<file path="config.mk">
export PLATFORM = sky130hd
export DESIGN_NAME = dds_wave_osc
export DESIGN_NICKNAME = d
export VERILOG_FILES = /design/src/rtl/synth_pkg.sv /design/src/rtl/sine_qrom.sv /design/src/rtl/dds_wave_osc.sv
export SDC_FILE = /design/constraint.sdc
export NUM_CORES = 1
export LEC_CHECK = 0
export ABC_AREA = 0
export CAP_MARGIN = 40
export CELL_PAD_IN_SITES_DETAIL_PLACEMENT = 1
export CELL_PAD_IN_SITES_GLOBAL_PLACEMENT = 1
export CORE_ASPECT_RATIO = 1.5
export CORE_MARGIN = 8
export CORE_UTILIZATION = 35
export DETAILED_ROUTE_END_ITERATION = 8
export GPL_ROUTABILITY_DRIVEN = 0
export GPL_TIMING_DRIVEN = 0
export PLACE_DENSITY_LB_ADDON = 0.3
export SLEW_MARGIN = 20
export SYNTH_ARGS = -nofsm -noshare
export SYNTH_HDL_FRONTEND = slang
export SYNTH_HIERARCHICAL = 1
export SYNTH_SLANG_ARGS = --single-unit
</file>
<file path="constraint.sdc">
create_clock -name clk -period 13.7 [get_ports clk]
set_input_delay 1.37 -clock clk [delete_from_list [all_inputs] [get_ports clk]]
set_output_delay 1.37 -clock clk [all_outputs]
set_load 0.1 [all_outputs]
</file>
<file path="src/rtl/synth_pkg.sv">
// synth_pkg: shared waveform ids, select-FSM states and constant helpers for the DDS oscillator.
package synth_pkg;
    typedef enum logic [1:0] {
        WAVE_SINE = 2'd0,
        WAVE_TRI  = 2'd1,
        WAVE_SQR  = 2'd2,
        WAVE_SAW  = 2'd3
    } wave_e;

    typedef enum logic {
        SEL_IDLE,
        SEL_PENDING
    } sel_state_e;

    function automatic int midscale(input int ow);
        return 1 << (ow - 1);
    endfunction

    // First quadrant of a sine scaled to 0..midscale-1; entry 0 is exactly zero.
    function automatic int qsine(input int i, input int aw, input int ow);
        real a;
        a = 3.141592653589793 * $itor(i) / (2.0 * $itor(1 << aw));
        return $rtoi($itor((1 << (ow - 1)) - 1) * $sin(a) + 0.5);
    endfunction
endpackage

</file>
<file path="src/rtl/sine_qrom.sv">
// sine_qrom: quarter-wave sine ROM with a registered read, contents computed at elaboration.
module sine_qrom
    import synth_pkg::*;
#(
    parameter int LUT_AW = 8,
    parameter int OUT_W  = 8
) (
    input  logic              clk,
    input  logic [LUT_AW-1:0] addr,
    output logic [OUT_W-2:0]  data
);
    logic [OUT_W-2:0] w_rom [2**LUT_AW];
    logic [OUT_W-2:0] r_data;

    for (genvar i = 0; i < 2**LUT_AW; i++) begin : g_rom
        assign w_rom[i] = (OUT_W-1)'(qsine(i, LUT_AW, OUT_W));
    end

    always_ff @(posedge clk) r_data <= w_rom[addr];

    assign data = r_data;
endmodule

</file>
<file path="src/rtl/dds_wave_osc.sv">
// dds_wave_osc: phase-accumulator oscillator producing sine/triangle/square/saw samples
// for an R2R DAC, with waveform changes deferred to the next phase wrap.
module dds_wave_osc
    import synth_pkg::*;
#(
    parameter int PHASE_W    = 24,
    parameter int OUT_W      = 8,
    parameter int LUT_AW     = 8,
    parameter int FTW_W      = 11,
    parameter int SAMPLE_DIV = 256
) (
    input  logic             clk,
    input  logic             rst,
    input  logic             en,
    input  logic             sel,
    input  logic [FTW_W-1:0] ftw,
    input  logic [1:0]       octave,
    input  logic [OUT_W-1:0] duty,
    output logic [OUT_W-1:0] wav,
    output logic [1:0]       wav_id,
    output logic             sample_stb,
    output logic             wrap
);
    localparam int DIV_W = $clog2(SAMPLE_DIV);
    localparam int IDX_W = LUT_AW + 2;
    localparam logic [OUT_W-1:0] MID = OUT_W'(midscale(OUT_W));

    logic [DIV_W-1:0]   r_div;
    logic [PHASE_W-1:0] r_phase;
    logic               r_wrap;
    logic               r_en_d;
    logic [2:0]         r_sel_s;
    sel_state_e         r_state;
    wave_e              r_wav_id;
    logic [OUT_W-1:0]   r_wav;

    logic               w_stb;
    logic [PHASE_W-1:0] w_inc;
    logic [PHASE_W:0]   w_sum;
    logic [PHASE_W-1:0] w_phase_nxt;
    logic [LUT_AW-1:0]  w_addr;
    logic [OUT_W-2:0]   w_rom;
    logic [IDX_W-1:0]   w_idx;
    logic [OUT_W-1:0]   w_top;
    logic [LUT_AW:0]    w_half;
    logic [OUT_W-1:0]   w_sine;
    logic [OUT_W-1:0]   w_tri;
    logic [OUT_W-1:0]   w_shape;
    logic               w_edge;
    logic               w_adv;
    wave_e              w_id_nxt;

    assign w_stb       = r_div == DIV_W'(SAMPLE_DIV - 1);
    assign w_inc       = PHASE_W'({{PHASE_W{1'b0}}, ftw} << octave);
    assign w_sum       = {1'b0, r_phase} + {1'b0, w_inc};
    assign w_phase_nxt = (w_stb && en) ? w_sum[PHASE_W-1:0] : r_phase;

    // ROM is addressed from the next phase so its registered data lines up with r_phase.
    assign w_addr = w_phase_nxt[PHASE_W-2] ? ~w_phase_nxt[PHASE_W-3 -: LUT_AW]
                                           :  w_phase_nxt[PHASE_W-3 -: LUT_AW];

    sine_qrom #(.LUT_AW(LUT_AW), .OUT_W(OUT_W)) u_qrom (
        .clk  (clk),
        .addr (w_addr),
        .data (w_rom)
    );

    assign w_idx  = r_phase[PHASE_W-1 -: IDX_W];
    assign w_top  = r_phase[PHASE_W-1 -: OUT_W];
    assign w_half = w_idx[LUT_AW+1] ? ~w_idx[LUT_AW:0] : w_idx[LUT_AW:0];
    assign w_sine = w_idx[LUT_AW+1] ? (MID - OUT_W'(1) - {1'b0, w_rom}) : (MID + {1'b0, w_rom});
    // Repeating the half-period ramp fills the low bits so the peak reaches all-ones.
    assign w_tri  = OUT_W'({w_half, w_half} >> (2 * (LUT_AW + 1) - OUT_W));

    assign w_edge   = r_sel_s[1] & ~r_sel_s[2];
    assign w_adv    = (r_state == SEL_PENDING) ? (r_wrap | ~en) : (w_edge & r_wrap);
    assign w_id_nxt = wave_e'(r_wav_id + {1'b0, w_adv});

    // Using the next id lets the first post-wrap sample already carry the new waveform.
    assign w_shape = (w_id_nxt == WAVE_SINE) ? w_sine :
                     (w_id_nxt == WAVE_TRI)  ? w_tri  :
                     (w_id_nxt == WAVE_SQR)  ? {OUT_W{w_top < duty}} : w_top;

    always_ff @(posedge clk or negedge rst) begin
        if (!rst) begin
            r_div   <= '0;
            r_phase <= '0;
            r_wrap  <= 1'b0;
            r_en_d  <= 1'b0;
            r_sel_s <= '0;
            r_wav   <= MID;
        end else begin
            r_div   <= w_stb ? '0 : r_div + DIV_W'(1);
            r_phase <= w_phase_nxt;
            r_wrap  <= w_stb & en & w_sum[PHASE_W];
            r_en_d  <= en;
            r_sel_s <= {r_sel_s[1:0], sel};
            r_wav   <= r_en_d ? w_shape : MID;
        end
    end

    always_ff @(posedge clk or negedge rst) begin
        if (!rst) begin
            r_state  <= SEL_IDLE;
            r_wav_id <= WAVE_SINE;
        end else begin
            r_state  <= w_adv ? SEL_IDLE : (w_edge ? SEL_PENDING : r_state);
            r_wav_id <= w_id_nxt;
        end
    end

    assign wav        = r_wav;
    assign wav_id     = r_wav_id;
    assign sample_stb = w_stb;
    assign wrap       = r_wrap;
endmodule
</file>
# Yosys cells after proc, flatten, opt, wreduce, memory -nomap -nowiden
# Memory sizes are Yosys's and may differ from the RTL's. A register that Yosys moved wholly into a read port is not among the register bits.
# Index checks and enable logic that the tools add are counted.
# Widths: inputs -> output; s select.
[op_classes] n_shift=1 reduce_logical=3 order_cmp=1 eq_ne=3 div_mod_pow=0 n_mux=12 n_bitwise=10 addsub=5 n_mul=0
[ops] operator="$mux 8" count=7
[ops] operator="$add 24x24->25" count=1
[ops] operator="$shl 11x2->24" count=1
[ops] operator="$mux 23" count=1
[ops] operator="$mux 9" count=1
[ops] operator="$not 8->9" count=1
[ops] operator="$not 9->9" count=1
[ops] operator="$add 8x1->8 const B" count=1
[ops] operator="$add 8x7->8 const A" count=1
[ops] operator="$eq 8x8->1 const B" count=1
[ops] operator="$lt 8x8->1" count=1
[ops] operator="$not 8->8" count=1
[ops] operator="$sub 7x7->8 const A" count=1
[ops] operator="$and 1x1->1" count=4
[ops] operator="$mux 1" count=3
[ops] operator="$add 2x1->2" count=1
[ops] operator="$eq 2x1->1 const B" count=1
[ops] operator="$eq 2x2->1 const B" count=1
[ops] operator="$logic_not 2->1" count=1
[ops] operator="$not 1->1" count=2
[ops] operator="$reduce_bool 2->1" count=1
[ops] operator="$logic_and 1x1->1" count=1
[ops] operator="$or 1x1->1" count=1
[word_totals] elab_cells=45 mem_count=1 output_inout_bits=12 mem_bits_rw=0 latchBits=0 mem_bits_ro=1792 ff_bits=48 inputBits=25
[mem_list] memory="(no name shown)" words=256 width=7 rd=1 rd_clocked_by_memory_dff=1 wr=0 line="sine_qrom.sv:19" rtl="always_ff @(posedge clk) r_data <= w_rom[addr];"

# Depth between registers and ports, before layout
[depth] depth_word=10 depth_mapped=21 ltp_nobuf=17

# Cells and area by module
# The synthesis kept the hierarchy.
[by_module_without_submodules] module="dds_wave_osc" area_per_inst_um2=3440.8 cells_per_inst=368 seq_area_each_um2=1202.4 n_inst=1
[by_module_without_submodules] module="sine_qrom" area_per_inst_um2=1556.5 cells_per_inst=219 seq_area_each_um2=140.1 n_inst=1

# Least setup slack after synthesis
# No wires, ideal clock.
[synth_path] kind="input-to-reg" startpoint="in octave[0]" endpoint="reg u_qrom.r_data[0] (netlist: u_qrom/data[0])" setup_time_ns=0.134 path_buffers=5 t_required_ns=13.566 stages=21 slack_ns=7.373 arrival_ns=6.193 path_cell_list="clkbuf_1 clkbuf_1 mux2i_1 mux2i_1 ha_1 clkbuf_1 nand3_1 o211a_1 or3_1 o221a_2 xor2_1 xnor2_1 clkbuf_1 inv_1 ha_1 buf_6 inv_4 mux4_2 a31o_1 o311ai_1 o211ai_1"
[synth_via] elab_chain_cells=6
[synth_rtl] item="from (decl)" line="dds_wave_osc.sv:17" rtl="input logic [1:0] octave,"
[synth_rtl] item="$shl 11x2->24 (*)" line="dds_wave_osc.sv:54" rtl="assign w_inc = PHASE_W'({{PHASE_W{1'b0}}, ftw} << octave);"
[synth_rtl] item="$add 24x24->25 (*)" line="dds_wave_osc.sv:55" rtl="assign w_sum = {1'b0, r_phase} + {1'b0, w_inc};"
[synth_rtl] item="$mux 23 (*)" line="dds_wave_osc.sv:56" rtl="assign w_phase_nxt = (w_stb && en) ? w_sum[PHASE_W-1:0] : r_phase;"
[synth_rtl] item="$not 8->8" line="dds_wave_osc.sv:59" rtl="assign w_addr = w_phase_nxt[PHASE_W-2] ? ~w_phase_nxt[PHASE_W-3 -: LUT_AW]"
[synth_rtl] item="$mux 8 (*)" line="dds_wave_osc.sv:59"
[synth_rtl] item="named net w_addr[1]" line="dds_wave_osc.sv:41" rtl="logic [LUT_AW-1:0] w_addr;"
[synth_rtl] item="$not 8->9 (not written as such) (*)" line="sine_qrom.sv:19"
[synth_rtl] item="to (decl)" line="sine_qrom.sv:13" rtl="logic [OUT_W-2:0] r_data;"
# The timed path passes the listed nets; every way through them passes the cells marked *.
# A chain may end at the register's enable or synchronous reset.

# Worst setup path in the final report
# Same ends and word-level chain as after synthesis.

==> results.yml <==
run_status:
  outcome: "finished clean"
logic_synthesis:
  yosys.area.top_type: "dfrtp_1"
  syn_area_per_cell_um2: 8.51
  synth_area_leaders: "dfrtp_1, ha_1, a21oi_1"
  synth_warnings: 6
  seq_area_frac_synth: 0.269
  synthTopCellsByCount: "a21oi_1, nand2_1, dfrtp_1"
  synth_area_mm2: 0.00500
  async_flop_share: 0.873
  netlist.area_leader.share: 0.235
  synthCells: 587
  synth_cell_types: 77
  synth_seq_cells: 55
  synth_fp_nets: 645
  synth-edff-count: 0
  dominantRegCellSynth: "dfrtp_1"
route:
  vias: 4805
  avgViaCountPerCell: 5.75
  ant_nets: 0
  drt_iter0_drc: 180
  route.detailed.drc: 0
  firstDrtPassIters: 6
  routed_wl_um: 16900
  wire_per_inst_um: 20.2
global_routing:
  grt_pass1_vias: 5385
  grt_pass1_wl_um: 28000
  grt_max_degree: 27
  gr-usage-all-layers: 0.189
  grt_overflow: 0
  antenna_found_initial: 0
clocking:
  root_buffer: "clkbuf_16"
  hold_buffers: 0
  cts_tree: "yes"
  post-cts-setup-buffer-count: 0
  cts.repair.resized: 0
  clk_pin_slew_ps: 80
  cts_made_buffers: 5
  insertion_delay_ps: 300
  htreeDepth: 2
  clockBufferDepth: 2
  clock_sinks: 55
setup_path:
  start_kind: "input pin"
  worstPathMaxFanout: 10
  worst_ep_arrival_time_ps: 7500
  end_kind: "flip-flop"
  required_ps: 13850
  crit_type: "input pin to flip-flop"
placed_design:
  io_buffers: 34
  dp_hpwl_um: 13600
die:
  start_util: 0.357
  num_rows: 53
  core_mm2: 0.0140
  ios: 37
  dieArea_mm2: 0.0184
  die_x_um: 114
  die_h_um: 162
timing:
  period_needed_ps: 7350
  final_hold_viol_count: 0
  max_clock_freq_mhz: 136
  setup_tns_ps: 0
  holdWs_ps: 353
  timing.slew.headroom: 0.504
  worst_pin_slew_ps: 738
  final.period_utilization: 0.536
  clock_skew_ps: 6.23
  rsz0062_at_grt: "false"
  setup_viol: 0
  maxSlewViolCount: 0
pwr:
  power.leakage_uw: 0.00251
  power_density_mw_per_mm2: 93.8
  ir_worst_vdd_v: 0.0000636
final_layout:
  syn2layout_area_growth_pct: 19.4
  drive_above_1_share: 0.103
  antennaDiodeCount: 0
  nets: 700
run:
  maxCapViolCount: 0
hold_path:
  hp-class: "flip-flop to flip-flop"
==> critical path, stage by stage <==
cell      delay, ps
clkbuf_1        420
clkbuf_1        460
mux2i_1         330
mux2i_1         120
ha_1            290
clkbuf_1        270
nand3_1         180
o211a_1         260
or3_1           340
o221a_2         200
xor2_1          180
xnor2_1         570
clkbuf_1        470
inv_1           200
ha_1            330
buf_6           140
inv_4            40
mux4_2          470
a31o_1          240
o311ai_1        410
o211ai_1        190
==> flip-flops by register name, summed over array words and instances (netlist names) <==
name,cells
wav,8
wrap,1
wav_id,2
r_phase,24
r_en_d,1
u_qrom/data,7
r_sel_s,3
r_div,8
r_state,1
==> logic make-up after synthesis <==
family / count (synthesis) / synth area share
buffers and inverters: 66 / 0.0611
AOI/OAI and AO/OA: 190 / 0.259
and+or+nand+nor: 166 / 0.169
DFF: 55 / 0.269
adders and majority gates: 34 / 0.0861
muxes: 32 / 0.0749
xor gates and xnor gates: 44 / 0.0814
==> metrics by stage <==
| step | std cells | setup slack, ps | instance area (µm²) | util | power (µW) |
|---|---|---|---|---|---|
| floorplan | 587 | 7370 | 5000 | - | 328 |
| global placement | 813 | 6180 | 5580 | 0.399 | 381 |
| detailed placement | 827 | 6000 | 5820 | 0.416 | 431 |
| CTS | 835 | 6370 | 5970 | 0.427 | 566 |
| global route | 835 | 6010 | 5970 | 0.427 | 583 |
| finish | 835 | 6350 | 5970 | 0.427 | 560 |
==> routing by layer <==
metal,routed length [µm],vias to the layer above,global-route usage,part of all wire
met5,0,-,0,0
met1,6010,2338,0.180,0.36
met2,9270,135,0.368,0.55
li1,-,2261,-,-
met3,514,71,0.0200,0.030
met4,1100,0,0.130,0.065
==> report_power, final <==
| part | switching [µW] | internal, µW | leakage, µW |
|---|---|---|---|
| clock network | 64.6 | 69.9 | 0.0000723 |
| logic | 154 | 90.0 | 0.00175 |
| registers | 5.95 | 175 | 0.000682 |
| total | 225 | 335 | 0.00251 |
==> layout by cell type, fill, tap and decap left out, types with 20 or more instances in the layout <==
| master | count |
|---|---|
| a21oi_1 | 50 |
| nand2_1 | 50 |
| dfrtp_1 | 47 |
| clkdlybuf4s50_1 | 33 |
| ha_1 | 32 |
| nor2_1 | 30 |
| o21ai_0 | 29 |
| xnor2_1 | 27 |
| mux2i_1 | 25 |
| clkbuf_1 | 23 |
| inv_1 | 20 |
==> worst paths after layout <==
path / start / to / slack (ps) / depth (start not counted)
max reg2reg: r_div[0] / u_qrom/data[0] / 8330 / 16
min: r_sel_s[0] / r_sel_s[1] / 350 / 0
min reg2reg: r_sel_s[0] / r_sel_s[1] / 350 / 0
max in group asynchronous: rst / r_phase[11] / 12110 / 2
min in group asynchronous: rst / r_div[3] / 1040 / 1
max: octave[0] / u_qrom/data[0] / 6350 / 21
==> final cells by class <==
type                       count  area, µm²
buffer                        44        220
clock buffer                   5        125
clock inverter                 3       27.5
fill                        1671       8020
inverter                      22       85.1
multi-input combinational    466       3350
sequential                    55       1340
tap                          192        240
timing repair buffer          48        578
Power figures use the tool's default switching activity.
==> patch (same flow settings) <==
`PHASE_W`: 24 -> 48.
--- a/src/rtl/dds_wave_osc.sv
+++ b/src/rtl/dds_wave_osc.sv
@@ -5,3 +5,3 @@
 #(
-    parameter int PHASE_W    = 24,
+    parameter int PHASE_W    = 48,
     parameter int OUT_W      = 8,
Function: no difference found for any inputs over 10 cycles, from zero or initial values and one cycle with rst low; that may be too few to reach the edited logic, so the function may still have changed.
==> patch against the original RTL <==
Clock skew up 3.8 ps; final area rose by 20%; via count grew 10%; combinational power shrank 2%; clock power up 69%; total power up 28%; hold slack got worse by 2.8 ps; wire length up 8.2%; utilization shrank 0.97 points; count of clock-buffer cells in the layout is 5 higher; setup slack improved by 420 ps; synthesized area is 21% higher; sequential cell count increased by 24.
==> patch: results (changes against the original RTL) <==
Final WS setup = 6770 ps (was 6350 ps)
cells on worst reg2reg path = 18 (was 16)
global-route wire length before repair = 30800 µm (was 28000 µm)
Peak VDD IR = 78.4 µV (was 63.6 µV)
clk_lat worst skew = 330 ps (was 300 ps)
sequential area share after synthesis = 0.321 (was 0.269)
Inverters = 24 (was 22)
Synth area leaders = dfrtp_1, xnor2_1, ha_1, nand2_1, a21oi_1 (was dfrtp_1, ha_1, a21oi_1, mux2i_1, xnor2_1)
relative slew slack = 0.424 (was 0.504)
Signal buf overhead = 0.106 (was 0.134)
Num CTS Buffers = 9 (was 5)
Arrival @ worst endpoint = 7170 ps (was 7500 ps)
HPWL after detailed placement = 14300 µm (was 13600 µm)
RR Startpoint = r_phase[0]$_DFFE_PN0P_ (was r_div[0]$_DFF_PN0_)
FF-to-FF setup slack = 8530 ps (was 8330 ps)
Syn Nets = 714 (was 645)
Synth Area in Compound Gates = 0.187 (was 0.259)
clk cell area share = 0.0396 (was 0.0256)
vias per cell = 5.68 (was 5.75)
WL met1 = 6890 µm (was 6010 µm)
sequential share of cell area = 0.272 (was 0.225)
register area = 0.00194 mm² (was 0.00134 mm²)
TAP cells = 213 (was 192)
Tot GR Track Use = 0.176 (was 0.189)
hold slack final = 350 ps (was 353 ps)
Post-Synth XOR/XNOR Area = 0.110 (was 0.0814)
status = completed (unchanged)
Met3 Wirelength = 542 µm (was 514 µm)
Nets = 772 (was 700)
# fillers = 2001 (was 1671)
largest net degree at the start of global routing = 54 (was 27)
CP peak stage delay = 550 ps (was 570 ps)
grt met3 use = 0.0195 (was 0.0200)
clkbuf count = 10 (was 5)
bufs w/o clock = 83 (was 92)
Cells after Synth = 656 (was 587)
Synth cell types = 89 (was 77)
mux cell area share after synthesis = 0.0592 (was 0.0749)
DP Cell Count = 916 (was 827)
CTS H-Tree Depth = 3 (was 2)
routed wl met2 = 10200 µm (was 9270 µm)
M2 GR Usage = 0.336 (was 0.368)
P_leak = 3.09 nW (was 2.51 nW)
vias in the first global route = 5868 (was 5385)
routed length per instance = 19.6 µm (was 20.2 µm)
Largest register FFs = 48 (was 24)
Post-Synth Adder-Cell Area = 0.0712 (was 0.0861)
pre-CTS setup slack = 6400 ps (was 6000 ps)
met1 Usage GRT = 0.182 (was 0.180)
Multi-input gate area = 0.00380 mm² (was 0.00335 mm²)
-- patch: changes by cell type in the layout (fill, tap and decap cells not counted), moves of 6 or more --
| cell | delta |
|---|---|
| a21oi_1 | -9 |
| a211oi_1 | -8 |
| nor2_1 | +11 |
| nand2_1 | +6 |
| dfrtp_1 | +24 |
| xnor2_1 | +25 |
| o211ai_1 | -7 |
| nand3_1 | +13 |
| nor3_1 | +7 |
| clkbuf_1 | -9 |
-- patch: power by group --
group | switching, W | total [W] | leakage, nW | internal (W)
sequential | 0.00000629 | 0.000253 | 1.01 | 0.000247
clock | 0.0000979 | 0.000226 | 0.139 | 0.000128
combinational | 0.000151 | 0.000239 | 1.95 | 0.0000876
-- patch: kinds of logic (layout without fill, tap and decap cells) --
kind of cell,Yosys count,in the layout
AOI/OAI and AO/OA,164,164
xor gates and xnor gates,71,71
adders and majority gates,34,34
buffers and inverters,60,123
DFF,79,79
muxes,29,29
and+or+nand+nor,219,219
